**src/rtl/intr_stack_ctrl.sv**
```systemverilog
// Interrupt entry/exit sequencer for a return-address stack: arbitrates calls,
// returns and prioritised interrupts, and drives PC select and stack strobes.
module intr_stack_ctrl #(
    parameter logic [9:0] VEC_BASE        = 10'h3C0,
    parameter int         VEC_STRIDE_LOG2 = 2
) (
    input  logic       i_clk,
    input  logic       i_rst_n,
    input  logic       i_call,
    input  logic       i_ret,
    input  logic       i_reti,
    input  logic [3:0] i_irq,
    input  logic [3:0] i_ie,
    input  logic       i_stk_overflow,
    input  logic       i_stk_underflow,
    output logic       o_stk_push,
    output logic       o_stk_pop,
    output logic       o_stk_interrupt,
    output logic [1:0] o_pc_sel,
    output logic [9:0] o_vector,
    output logic [3:0] o_irq_ack,
    output logic       o_in_isr,
    output logic       o_fault
);

    typedef enum logic [1:0] {
        S_IDLE  = 2'd0,
        S_ENTRY = 2'd1,
        S_ISR   = 2'd2,
        S_FAULT = 2'd3
    } state_t;

    localparam logic [1:0] PC_SEQ   = 2'b00;
    localparam logic [1:0] PC_VEC   = 2'b01;
    localparam logic [1:0] PC_STACK = 2'b10;
    localparam logic [1:0] PC_HOLD  = 2'b11;

    state_t     r_state;
    state_t     w_state_next;
    logic [1:0] r_irq_id;
    logic [1:0] w_irq_id_sel;
    logic [3:0] w_pending;
    logic [9:0] w_vec_offset;
    logic       w_stk_fault;

    assign w_pending    = i_irq & i_ie;
    assign w_stk_fault  = i_stk_overflow | i_stk_underflow;
    assign w_vec_offset = 10'(r_irq_id) << VEC_STRIDE_LOG2;

    // Lowest-numbered pending line wins; scanning downward lets bit 0 overwrite last.
    always_comb begin
        w_irq_id_sel = 2'd0;
        for (int i = 3; i >= 0; i--) begin
            if (w_pending[i]) begin
                w_irq_id_sel = 2'(i);
            end
        end
    end

    always_ff @(posedge i_clk or negedge i_rst_n) begin
        if (!i_rst_n) begin
            r_state  <= S_IDLE;
            r_irq_id <= 2'd0;
        end else begin
            r_state <= w_state_next;
            if (r_state == S_IDLE && w_state_next == S_ENTRY) begin
                r_irq_id <= w_irq_id_sel;
            end
        end
    end

    always_comb begin
        w_state_next    = r_state;
        o_stk_push      = 1'b0;
        o_stk_pop       = 1'b0;
        o_stk_interrupt = 1'b0;
        o_pc_sel        = PC_SEQ;
        o_vector        = VEC_BASE + w_vec_offset;
        o_irq_ack       = 4'b0000;
        o_in_isr        = 1'b0;
        o_fault         = 1'b0;

        case (r_state)
            S_IDLE: begin
                if (i_call) begin
                    o_stk_push = 1'b1;
                end else if (i_ret) begin
                    o_stk_pop = 1'b1;
                    o_pc_sel  = PC_STACK;
                end else if (w_pending != 4'b0000) begin
                    w_state_next = S_ENTRY;
                end
            end
            S_ENTRY: begin
                o_stk_push   = 1'b1;
                o_pc_sel     = PC_VEC;
                o_irq_ack    = 4'b0001 << r_irq_id;
                w_state_next = S_ISR;
            end
            S_ISR: begin
                o_in_isr = 1'b1;
                if (i_reti) begin
                    o_stk_pop       = 1'b1;
                    o_stk_interrupt = 1'b1;
                    o_pc_sel        = PC_STACK;
                    w_state_next    = S_IDLE;
                end else if (i_call) begin
                    o_stk_push = 1'b1;
                end else if (i_ret) begin
                    o_stk_pop = 1'b1;
                    o_pc_sel  = PC_STACK;
                end
            end
            default: begin
                o_fault  = 1'b1;
                o_pc_sel = PC_HOLD;
            end
        endcase

        if (r_state != S_FAULT && w_stk_fault) begin
            w_state_next = S_FAULT;
        end

        // Outputs are combinational, so hold them quiet while reset is asserted.
        if (!i_rst_n) begin
            o_stk_push      = 1'b0;
            o_stk_pop       = 1'b0;
            o_stk_interrupt = 1'b0;
            o_pc_sel        = PC_SEQ;
            o_vector        = VEC_BASE;
            o_irq_ack       = 4'b0000;
            o_in_isr        = 1'b0;
            o_fault         = 1'b0;
        end
    end

endmodule

```
**config.mk**
```make
export PLATFORM = sky130hd
export DESIGN_NAME = intr_stack_ctrl
export DESIGN_NICKNAME = d
export VERILOG_FILES = /design/src/rtl/intr_stack_ctrl.sv
export SDC_FILE = /design/constraint.sdc
export NUM_CORES = 1
export LEC_CHECK = 0
export BUFFER_PORTS_ARGS = -buffer_cell sky130_fd_sc_hd__buf_4
export CAP_MARGIN = 25
export CORE_AREA = 4 4 41 43
export CTS_CLUSTER_DIAMETER = 120
export DETAILED_ROUTE_END_ITERATION = 12
export DIE_AREA = 0 0 45 47
export GPL_TIMING_DRIVEN = 0
export MAX_ROUTING_LAYER = met4
export PLACE_DENSITY = 0.74
export SLEW_MARGIN = 20
export SYNTH_ARGS = -nofsm -noshare
export SYNTH_HDL_FRONTEND = slang
export SYNTH_SLANG_ARGS = --single-unit
```
**constraint.sdc**
```tcl
create_clock -name i_clk -period 1.8 [get_ports i_clk]
set_input_delay 0 -clock i_clk [delete_from_list [all_inputs] [get_ports i_clk]]
set_output_delay 0 -clock i_clk [all_outputs]
set_load 0.02 [all_outputs]
```
Word level (Yosys, flattened, before mapping)
Index checks and enable logic that the tools add are counted.
- bits in registers: 4
- input port bits: 15
- output and inout bits: 21
- word-level logic and storage cells: 49
- add/subtract/negate cells: 1
- equality and inequality tests: 4
- shift operators: 1
- mux-type cells: 34
- bitwise gates (word level): 2
- reduce and logical (&&, ||, !) cells: 5
- operator list (operator ; number):
    2-to-1 mux 2 bit ; 13
    2-to-1 mux 1 bit ; 14
    one-hot mux 2 bit (3 select lines) ; 2
    2-to-1 mux 10 bit ; 1
    adder 7 x 5 -> 8 bit (first input constant) ; 1
    2-to-1 mux 4 bit ; 2
    bitwise AND 4 bit ; 1
    equality test 2 x 1 -> 1 bit (second input constant) ; 2
    nonzero test 4 bit ; 1
    << shifter 1 x 2 -> 4 bit (first input constant) ; 1
    one-hot mux 1 bit (3 select lines) ; 1
    OR reduction 3 bit ; 1
    equality test 2 bit (second input constant) ; 1
    logical AND 1 bit ; 2
    zero test 2 bit ; 1
    inequality test 2 bit (second input constant) ; 1
    one-hot mux 1 bit (2 select lines) ; 1
    OR 1 bit ; 1

Depth between registers and ports, before layout
Gate-level depths: netlist of run 1.
- depth after elaboration: 9
- mapped depth: 4
- mapped depth without buffers: 4

Worst setup path after synthesis of run 1
Ideal clock, no wire load.
- kind: register to output
- start: register r_state[1]
- end: output port o_stk_pop
- arrival: 1.449 ns
- data required time: 1.800 ns
- path slack: 0.351 ns
- cell stages (with the launch flop): 5
- buffers on the path: 0
- path through: dfrtp_1 -> inv_1 -> nor3b_2 -> and2_1 -> a31o_1
- word-level cells in the longest chain between the ends: 3
- elaborated cells on any way between the ends: 4
- classes of those cells: 1 x eq/ne; 2 x mux; 1 x reduce/logical
- ends and longest elaborated chain (what ; line ; source):
    start, declared ; 38 ; state_t r_state;
    start signal, assigned ; 65 ; r_state <= w_state_next;
    equality test 2 bit / zero test 2 bit (equally long branches) ; 83 ; case (r_state)
    one-hot mux 1 bit (2 select lines) * ; 83 ;
    2-to-1 mux 1 bit * ; 125 ; if (!i_rst_n) begin
    end, declared ; 17 ; output logic o_stk_pop,
Mark *: on every way between the ends. The rest lies on a longest branch, timed or not.

Final worst setup path of run 1
- start: register r_state[1]
- end: register r_irq_id[1]
- word-level cells in the longest chain between the ends: 7
- elaborated cells on any way between the ends: 13
- classes of those cells: 4 x eq/ne; 6 x mux; 3 x reduce/logical
- ends and longest elaborated chain (what ; line ; source):
    2-to-1 mux 2 bit ; 90 ; end else if (w_pending != 4'b0000) begin
    2-to-1 mux 2 bit ; 87 ; end else if (i_ret) begin
    2-to-1 mux 2 bit ; 85 ; if (i_call) begin
    one-hot mux 2 bit (3 select lines) ; 83 ;
    2-to-1 mux 2 bit ; 120 ; if (r_state != S_FAULT && w_stk_fault) begin
    equality test 2 x 1 -> 1 bit ; 66 ; if (r_state == S_IDLE && w_state_next == S_ENTRY) begin
    logical AND 1 bit * ; 66 ;
    end signal, assigned ; 67 ; r_irq_id <= w_irq_id_sel;
    end, declared ; 40 ; logic [1:0] r_irq_id;
Marks and branches as above.
A chain may end at the register's enable or synchronous reset.

==> run summary, run 1 <==
Initial antenna violation count: 0
Antenna viol nets, final: 0
Fin. max-slew vios: 0
Max incr delay on CP: 0.45 ns
R2R cell count: 4
Core box area: 1300 um2
First DRT Iteration DRCs: 5
Critical path type: flip-flop to flip-flop
Worst clock skew: 0.00230 ns
CTS max path bufs: 2
FF+latch count, synth: 4
Drt drc: 0
Area leader, netlist: dfrtp_1
CP required: 1.91 ns
IO Pins: 36
Synth area leaders: dfrtp_1 25%, buf_4 15%, mux2_1 5.7%
CP Launch Point: r_state[1]
Initial Utilization: 0.304
Detailed-route wire length: 1.15 mm
Warnings, synthesis: 0
H-tree levels: 1
Max Clk Rate: 0.651 GHz
Placed Cells: 95
Utilization after layout: 0.539
P_leak: 0.365 nW
Worst Path Buf+Inv: 0
Row cnt: 13
Tot GR Track Use: 0.125
Setup violators final: 0
Total Power: 290 uW
Synth top area share: 0.253
Avg Inst Size Synth: 8.41 um2
DIE WIDTH: 45 um
Stages on worst setup path: 4
CTS tree: yes
DR WL/cell: 11.3 um
Tmin final: 1.54 ns
# nets final: 104
Post-CTS Setup Inserts: 0
Mapped Cells: 47
RSZ-0062 raised after global routing: no
Ant. Diodes: 0
Cell Pwr Density: 413 nW/um2
Crit Path Max Fanout: 7
Setup tns final: 0 ns
Reg-to-Reg Start: r_state[1]
Final worst slack: 0.263 ns
PortBufs: 27
Max-cap viol count: 0
Worst path cell trace: nor4_2 > o21ai_1 > nor2b_2 > mux2_1
Setup WS pre-CTS: 0.266 ns
Vias: 459
Outcome: complete, no violations
Mapped Area: 395 um2
CTS sink cnt: 4
CP Capture Type: flip-flop
Hpwl dp: 944 um
First-pass DRT Iterations: 4
Layout cell share with drive strength beyond 1: 0.483
Largest delay share family, worst path: simple AND/OR/NAND/NOR gates
Maximum vdd ir drop: 0.185 mV
Hold Path Class: input port to flip-flop
Largest net degree at the start of global routing: 12
Root Buffer: clkbuf_4
Clock Pin Slew Worst Setup and Hold Paths: 0.04 ns
Post-route standard cell area excluding fillers: 702 um2
Register area share after synthesis: 0.253
Via-to-Cell Ratio: 4.50
Later-pin clock latency in the skew report: 0.23 ns
Slowest CP cell: dfrtp_1
Worst hold slack: 0.0210 ns
Vias in the first global route: 425
Crit path DAT: 1.64 ns
Placed Area: 639 um2
Crit share post-route: 0.854
Leading cell type in the layout, fill and taps excluded: buf_4
Routability Congestion: 0.673
R2r endpoint: r_irq_id[1]
Fin. Hold Viols: 0
Layout area overhead: 77.5%
Number of distinct library cells after synthesis: 26
Congestion Overflow GR: 0
Number of CTS-inserted buffers: 3
Full die area: 2120 um2
Die Ht: 47 um
End point of the critical path: r_irq_id[1]
CP startpoint kind: flip-flop
First-pass GRT wire length: 1.77 mm
Cell Count, Final, Fillers Out: 102
Most frequent cells in the layout: 35 x buf_4, 8 x conb_1, 4 x nand2_1, 4 x dlygate4sd3_1, 4 x dfrtp_1
Hold Path Stages: 3
Setup slack, reg-to-reg: 0.26 ns
[registers in the layout, indices dropped and copies added, names as in the netlist]
name and flops:
r_irq_id 2, r_state 2
[cell families after synthesis]
kind of cell,Yosys count,share of synthesized area
buffers and inverters,10,0.171
DFF,4,0.253
muxes,2,0.0570
AOI/OAI and AO/OA,10,0.177
other,2,0.0190
and+or+nand+nor,19,0.323
[worst min-delay path by stage]
stage,startpoint,end,slack [ns]
2_1_floorplan,i_rst_n,r_irq_id[0],-0.30
3_3_place_gp,i_rst_n,r_state[1],-0.18
3_5_place_dp,i_rst_n,r_irq_id[0],-0.18
4_1_cts,i_stk_underflow,r_state[1],0.01
5_1_grt,i_stk_underflow,r_state[1],0.02
6_report,i_stk_underflow,r_state[1],0.02
[Yosys cell counts]
library cell  count
nor3b_2           1
o21ai_0           1
nand2_1           4
conb_1            2
nor4_2            1
and3b_1           1
and4_1            1
a211oi_1          1
a22o_1            2
a21oi_1           1
inv_1             1
nor4_1            1
nor2b_2           1
a21boi_1          1
a31o_1            1
nor3_1            1
dfrtp_1           4
o21ai_1           2
nor2_1            2
nor4b_1           2
a32oi_1           1
buf_4             8
mux2_1            2
and2_1            3
nor2b_1           1
inv_2             1
[report_power, final]
| part | total [mW] | switching, mW | leakage, nW | internal (mW) |
|---|---|---|---|---|
| combinational | 0.0892 | 0.0421 | 0.306 | 0.0471 |
| sequential | 0.0915 | 0.000626 | 0.0454 | 0.0909 |
| clock | 0.109 | 0.0350 | 0.0138 | 0.0745 |
[timing repair]
action | CTS | global route
gates resized for setup | 0 | 0
hold endpoints to repair | 6 | 0
hold buffers | 4 | 0
setup endpoints to repair | 0 | 0
[tightest hold or removal path: cells and delay by family]
family                 cells  cell delay [ns]
buffers and inverters      1             0.09
AOI/OAI and AO/OA          1             0.07
and+or+nand+nor            1             0.05
[metal layers]
| metal | track usage | part of all wire | up-vias |
|---|---|---|---|
| met5 | - | 0 | - |
| met4 | 0.0877 | 0 | 0 |
| met3 | 0.0383 | 0.13 | 0 |
| met2 | 0.215 | 0.51 | 25 |
| met1 | 0.118 | 0.36 | 197 |
| li1 | - | - | 237 |
[final cells by class]
class,count,area (um2)
clock buffers,3,22.5
plain buffers,8,60.1
multi-input cells,39,250
flip-flops and latches,4,100
repair buffers,31,243
well taps,15,18.8
fillers,135,599
inverters,2,7.51
Power figures use the tool's default switching activity.
==> run 2: changes to the inputs <==
PLACE_DENSITY = 0.72   (was 0.74)
==> run summary, run 2 (synthesized netlist as in run 1, its figures left out) <==
Outcome: complete, no violations
Initial antenna violation count: 0
Switching Share: 0.275
DIE WIDTH: 45 um
Maximum vdd ir drop: 0.225 mV
Cell Count, Final, Fillers Out: 102
Setup tns final: 0 ns
Placed Cells: 95
PortBufs: 27
Full die area: 2120 um2
Core box area: 1300 um2
Routability Congestion: 0.669
Die Ht: 47 um
Fin. max-slew vios: 0
Cell Pwr Density: 418 nW/um2
Most frequent cells in the layout: 35 x buf_4, 8 x conb_1, 4 x nand2_1, 4 x dlygate4sd3_1, 4 x dfrtp_1
Largest regs: r_irq_id (2), r_state (2)
Utilization after layout: 0.539
Internal Power: 213 uW
Number of CTS-inserted buffers: 3
Reg-to-Reg Start: r_state[1]
Congestion Overflow GR: 0
Row cnt: 13
Worst path cell trace: nor4_2 > o21ai_1 > nor2b_2 > mux2_1
Layout cell share with drive strength beyond 1: 0.483
DR WL/cell: 11.1 um
Detailed-route wire length: 1.13 mm
Worst clock skew: 0.000688 ns
Combinational power share: 0.305
CTS sink cnt: 4
Fin. Hold Viols: 0
Tmin final: 1.51 ns
Crit Path Max Fanout: 7
Hold endpoint: r_state[1]
Leading cell type in the layout, fill and taps excluded: buf_4
Register area: 100 um2
Via-to-Cell Ratio: 4.58
CTS max path bufs: 2
# nets final: 104
H-tree levels: 1
Switch Pwr: 80.6 uW
Max incr delay on CP: 0.44 ns
Tot GR Track Use: 0.113
Root Buffer: clkbuf_4
Setup violators final: 0
Setup WS pre-CTS: 0.300 ns
Largest delay share family, worst path: simple AND/OR/NAND/NOR gates
Clock Pin Slew Worst Setup and Hold Paths: 0.04 ns
Clock power share: 0.383
First-pass GRT wire length: 1.63 mm
Hold Path Stages: 3
CP Launch Point: r_state[1]
Drt drc: 0
Vias: 467
Fillers: 145
First-pass DRT Iterations: 2
Antenna viol nets, final: 0
PostCTS Resize Cnt: 0
Slowest CP cell: dfrtp_1
CP required: 1.92 ns
First DRT Iteration DRCs: 1
Sequential power share: 0.312
Initial Utilization: 0.304
Crit path DAT: 1.62 ns
Final worst slack: 0.295 ns
Worst Path Buf+Inv: 0
Hold Crit Start: i_stk_underflow
Hpwl dp: 914 um
CTS tree: yes
Ant. Diodes: 0
Setup slack, reg-to-reg: 0.29 ns
Later-pin clock latency in the skew report: 0.24 ns
Worst hold slack: 0.0177 ns
R2R cell count: 4
Hold Path Class: input port to flip-flop
Post-CTS Setup Inserts: 0
Largest net degree at the start of global routing: 12
Multi-input logic area: 250 um2
CP Capture Type: flip-flop
Crit share post-route: 0.836
Vias in the first global route: 427
R2r endpoint: r_irq_id[0]
Critical path type: flip-flop to flip-flop
Cts hold-fix bufs: 4
P_leak: 0.365 nW
Max-cap viol count: 0
RSZ-0062 raised after global routing: no
IO Pins: 36
Layout area overhead: 77.5%
Max Clk Rate: 0.664 GHz
CP startpoint kind: flip-flop
[run 2: layout make-up]
class                   count  share of cell area
flip-flops and latches      4               0.143
clock buffers               3              0.0321
well taps                  15              0.0267
plain buffers               8              0.0856
inverters                   2              0.0107
multi-input cells          39               0.357
repair buffers             31               0.346
[run 2: through the flow]
step	instance area [um2]	power (mW)
CTS	702	0.297
finish	702	0.293
floorplan	418	0.138
global placement	639	0.175
global route	702	0.305
detailed placement	639	0.177
[run 2: worst register-to-register path, delay by kind of cell (launching register included)]
family          cells  cell delay, ns
mux                 1            0.32
flops               1            0.44
compound gates      1            0.14
simple gates        2            0.48
[run 2: metal layers]
layer / up-vias / part of all wire / track usage
met5: - / 0 / -
met4: 0 / 0.019 / 0.0877
met3: 2 / 0.12 / 0.0230
met2: 29 / 0.50 / 0.201
met1: 200 / 0.36 / 0.106
li1: 236 / - / -
[run 2: worst max-delay path by stage]
| stage | to | slack (ns) | depth (start not counted) |
|---|---|---|---|
| detailed placement | r_irq_id[1] | 0.30 | 4 |
| floorplan | o_stk_pop | 0.35 | 4 |
| global placement | r_irq_id[1] | 0.32 | 4 |
| finish | r_irq_id[0] | 0.29 | 4 |
| CTS | r_irq_id[1] | 0.29 | 4 |
| global route | r_irq_id[1] | 0.20 | 4 |
[run 2: power groups by stage]
stage	Sequential, mW	Combinational, mW	Clock (mW)
floorplan	0.0924	0.0451	0
global placement	0.0925	0.0827	0
detailed placement	0.0926	0.0840	0
CTS	0.0914	0.0893	0.117
global route	0.0915	0.0970	0.116
finish	0.0915	0.0896	0.112
==> run 3: changes to the inputs <==
ABC_AREA = 1   (was unset)
PLACE_DENSITY = 0.74   (was 0.72)
clock period = 1.4 ns   (was 1.8 ns; I/O delays follow)
==> run summary, run 3 <==
Congestion Overflow GR: 0
DR WL/cell: 9.17 um
Max Clk Rate: 0.748 GHz
Max-cap viol count: 0
Synth area leaders: dfrtp_1 24%, nand2_1 19%, buf_4 14%
Cell with the most instances after synthesis: nand2_1
Core box area: 1300 um2
Synth top area share: 0.238
Combinational power share: 0.313
DIE WIDTH: 45 um
P_leak: 0.449 nW
Tot GR Track Use: 0.127
Hold Path Class: input port to flip-flop
Switch Pwr: 103 uW
CP Launch Point: i_stk_overflow
Clock power share: 0.377
Largest regs: r_irq_id (2), r_state (2)
CP Capture Type: flip-flop
Cell Pwr Density: 516 nW/um2
Ys flop type: dfrtp_1
Mapped Area: 420 um2
R2r endpoint: r_irq_id[0]
Tmin final: 1.34 ns
Commonest cells post-synth: 21 x nand2_1, 9 x inv_1, 8 x buf_4
Reg-to-Reg Start: r_state[0]
Setup violators final: 0
Fin. Hold Viols: 0
Later-pin clock latency in the skew report: 0.23 ns
PortBufs: 27
Hpwl dp: 947 um
Fillers: 131
RSZ-0062 raised after global routing: no
Outcome: complete, no violations
Mapped Cells: 70
Largest net degree at the start of global routing: 11
Ant. Diodes: 0
Initial antenna violation count: 0
Total Power: 375 uW
Setup slack, reg-to-reg: 0.31 ns
R2R cell count: 6
Crit share post-route: 0.955
Number of CTS-inserted buffers: 3
Detailed-route wire length: 1.15 mm
Maximum vdd ir drop: 0.240 mV
H-tree levels: 1
CTS max path bufs: 2
Vias in the first global route: 473
Hold Crit Start: i_call
Clock Pin Slew Worst Setup and Hold Paths: 0.03 ns
Vias: 539
CP startpoint kind: input port
End point of the critical path: r_state[1]
First DRT Iteration DRCs: 8
Full die area: 2120 um2
Root Buffer: clkbuf_4
Post-CTS Setup Inserts: 0
Initial Utilization: 0.323
First-pass DRT Iterations: 4
First-pass GRT wire length: 1.75 mm
IO Pins: 36
Switching Share: 0.275
Register area share after synthesis: 0.238
Leading cell type in the layout, fill and taps excluded: buf_4
Avg Inst Size Synth: 6.01 um2
FF+latch count, synth: 4
Number of distinct library cells after synthesis: 18
Routability Congestion: 0.825
Worst clock skew: 0.00112 ns
Drt drc: 0
CTS sink cnt: 4
Area leader, netlist: dfrtp_1
Layout cell share with drive strength beyond 1: 0.409
Most frequent cells in the layout: 35 x buf_4, 21 x nand2_1, 9 x inv_1
Setup tns final: 0 ns
Crit Path Max Fanout: 2
Sequential power share: 0.310
Crit path DAT: 1.44 ns
Antenna viol nets, final: 0
Row cnt: 13
Warnings, synthesis: 0
Worst hold slack: 0.110 ns
Number of synthesized flops with an enable pin: 0
Asr flop ratio synth: 1.00
CTS tree: yes
CP required: 1.50 ns
# nets final: 127
Via-to-Cell Ratio: 4.31
Die Ht: 47 um
Fin. max-slew vios: 0
Critical path type: input port to flip-flop
Internal Power: 272 uW
Layout area overhead: 72.9%
==> run 3: layer usage <==
layer | GRT usage | vias up | share of wire
met5 | - | - | 0
met4 | 0.140 | 0 | 0.046
met3 | 0.0307 | 5 | 0.16
met2 | 0.223 | 37 | 0.44
met1 | 0.101 | 216 | 0.35
li1 | - | 281 | -
==> run 3: logic make-up after synthesis <==
logic type | after synthesis | share of synthesized area
AOI/OAI and AO/OA | 5 | 0.0714
buffers and inverters | 19 | 0.241
DFF | 4 | 0.238
other | 2 | 0.0179
and+or+nand+nor | 40 | 0.432
==> run 3: area by class of cell <==
cell class,instances,area (um2),area share
buffer,8,60.1,0.0826
clock buffer,3,22.5,0.0310
inverter,11,41.3,0.0568
multi-input combinational,53,241,0.332
sequential,4,100,0.138
tap,15,18.8,0.0258
timing repair buffer,31,243,0.334
==> run 3: worst max-delay path: stages <==
cell and delay, ns:
dlygate4sd3_1 0.54, buf_4 0.14, nor2_2 0.09, dlygate4sd3_1 0.58
o211ai_1 0.09
==> run 3: what timing repair did <==
action / in CTS / in global routing
hold endpoints to repair: 6 / 0
hold buffers: 4 / 0
resized for setup: 0 / 0
==> run 3: worst min path at each step <==
stage	depth (start not counted)	to	slack, ns
final	4	r_state[0]	0.11
after global routing	2	r_state[0]	0.13
after CTS	4	r_state[0]	0.10
after detailed placement	1	r_state[0]	-0.18
after global placement	1	r_state[0]	-0.18
after floorplan	0	r_irq_id[0]	-0.30
==> run 3: per-stage QoR <==
stage | util | instances | setup slack, ns | instance area [um2]
4_1_cts | 0.559 | 125 | 0.0827 | 727
3_5_place_dp | 0.511 | 118 | 0.313 | 664
5_1_grt | 0.559 | 125 | 0.0104 | 727
3_3_place_gp | 0.511 | 118 | 0.338 | 664
6_report | 0.559 | 125 | 0.0625 | 727
2_1_floorplan | - | 76 | 0.198 | 443
==> run 3: power groups by stage <==
stage / combinational (mW) / clock (mW) / sequential, mW
after floorplan: 0.0610 / 0 / 0.118
after global placement: 0.106 / 0 / 0.118
after detailed placement: 0.107 / 0 / 0.118
after CTS: 0.116 / 0.151 / 0.116
after global routing: 0.128 / 0.162 / 0.116
final: 0.117 / 0.141 / 0.116
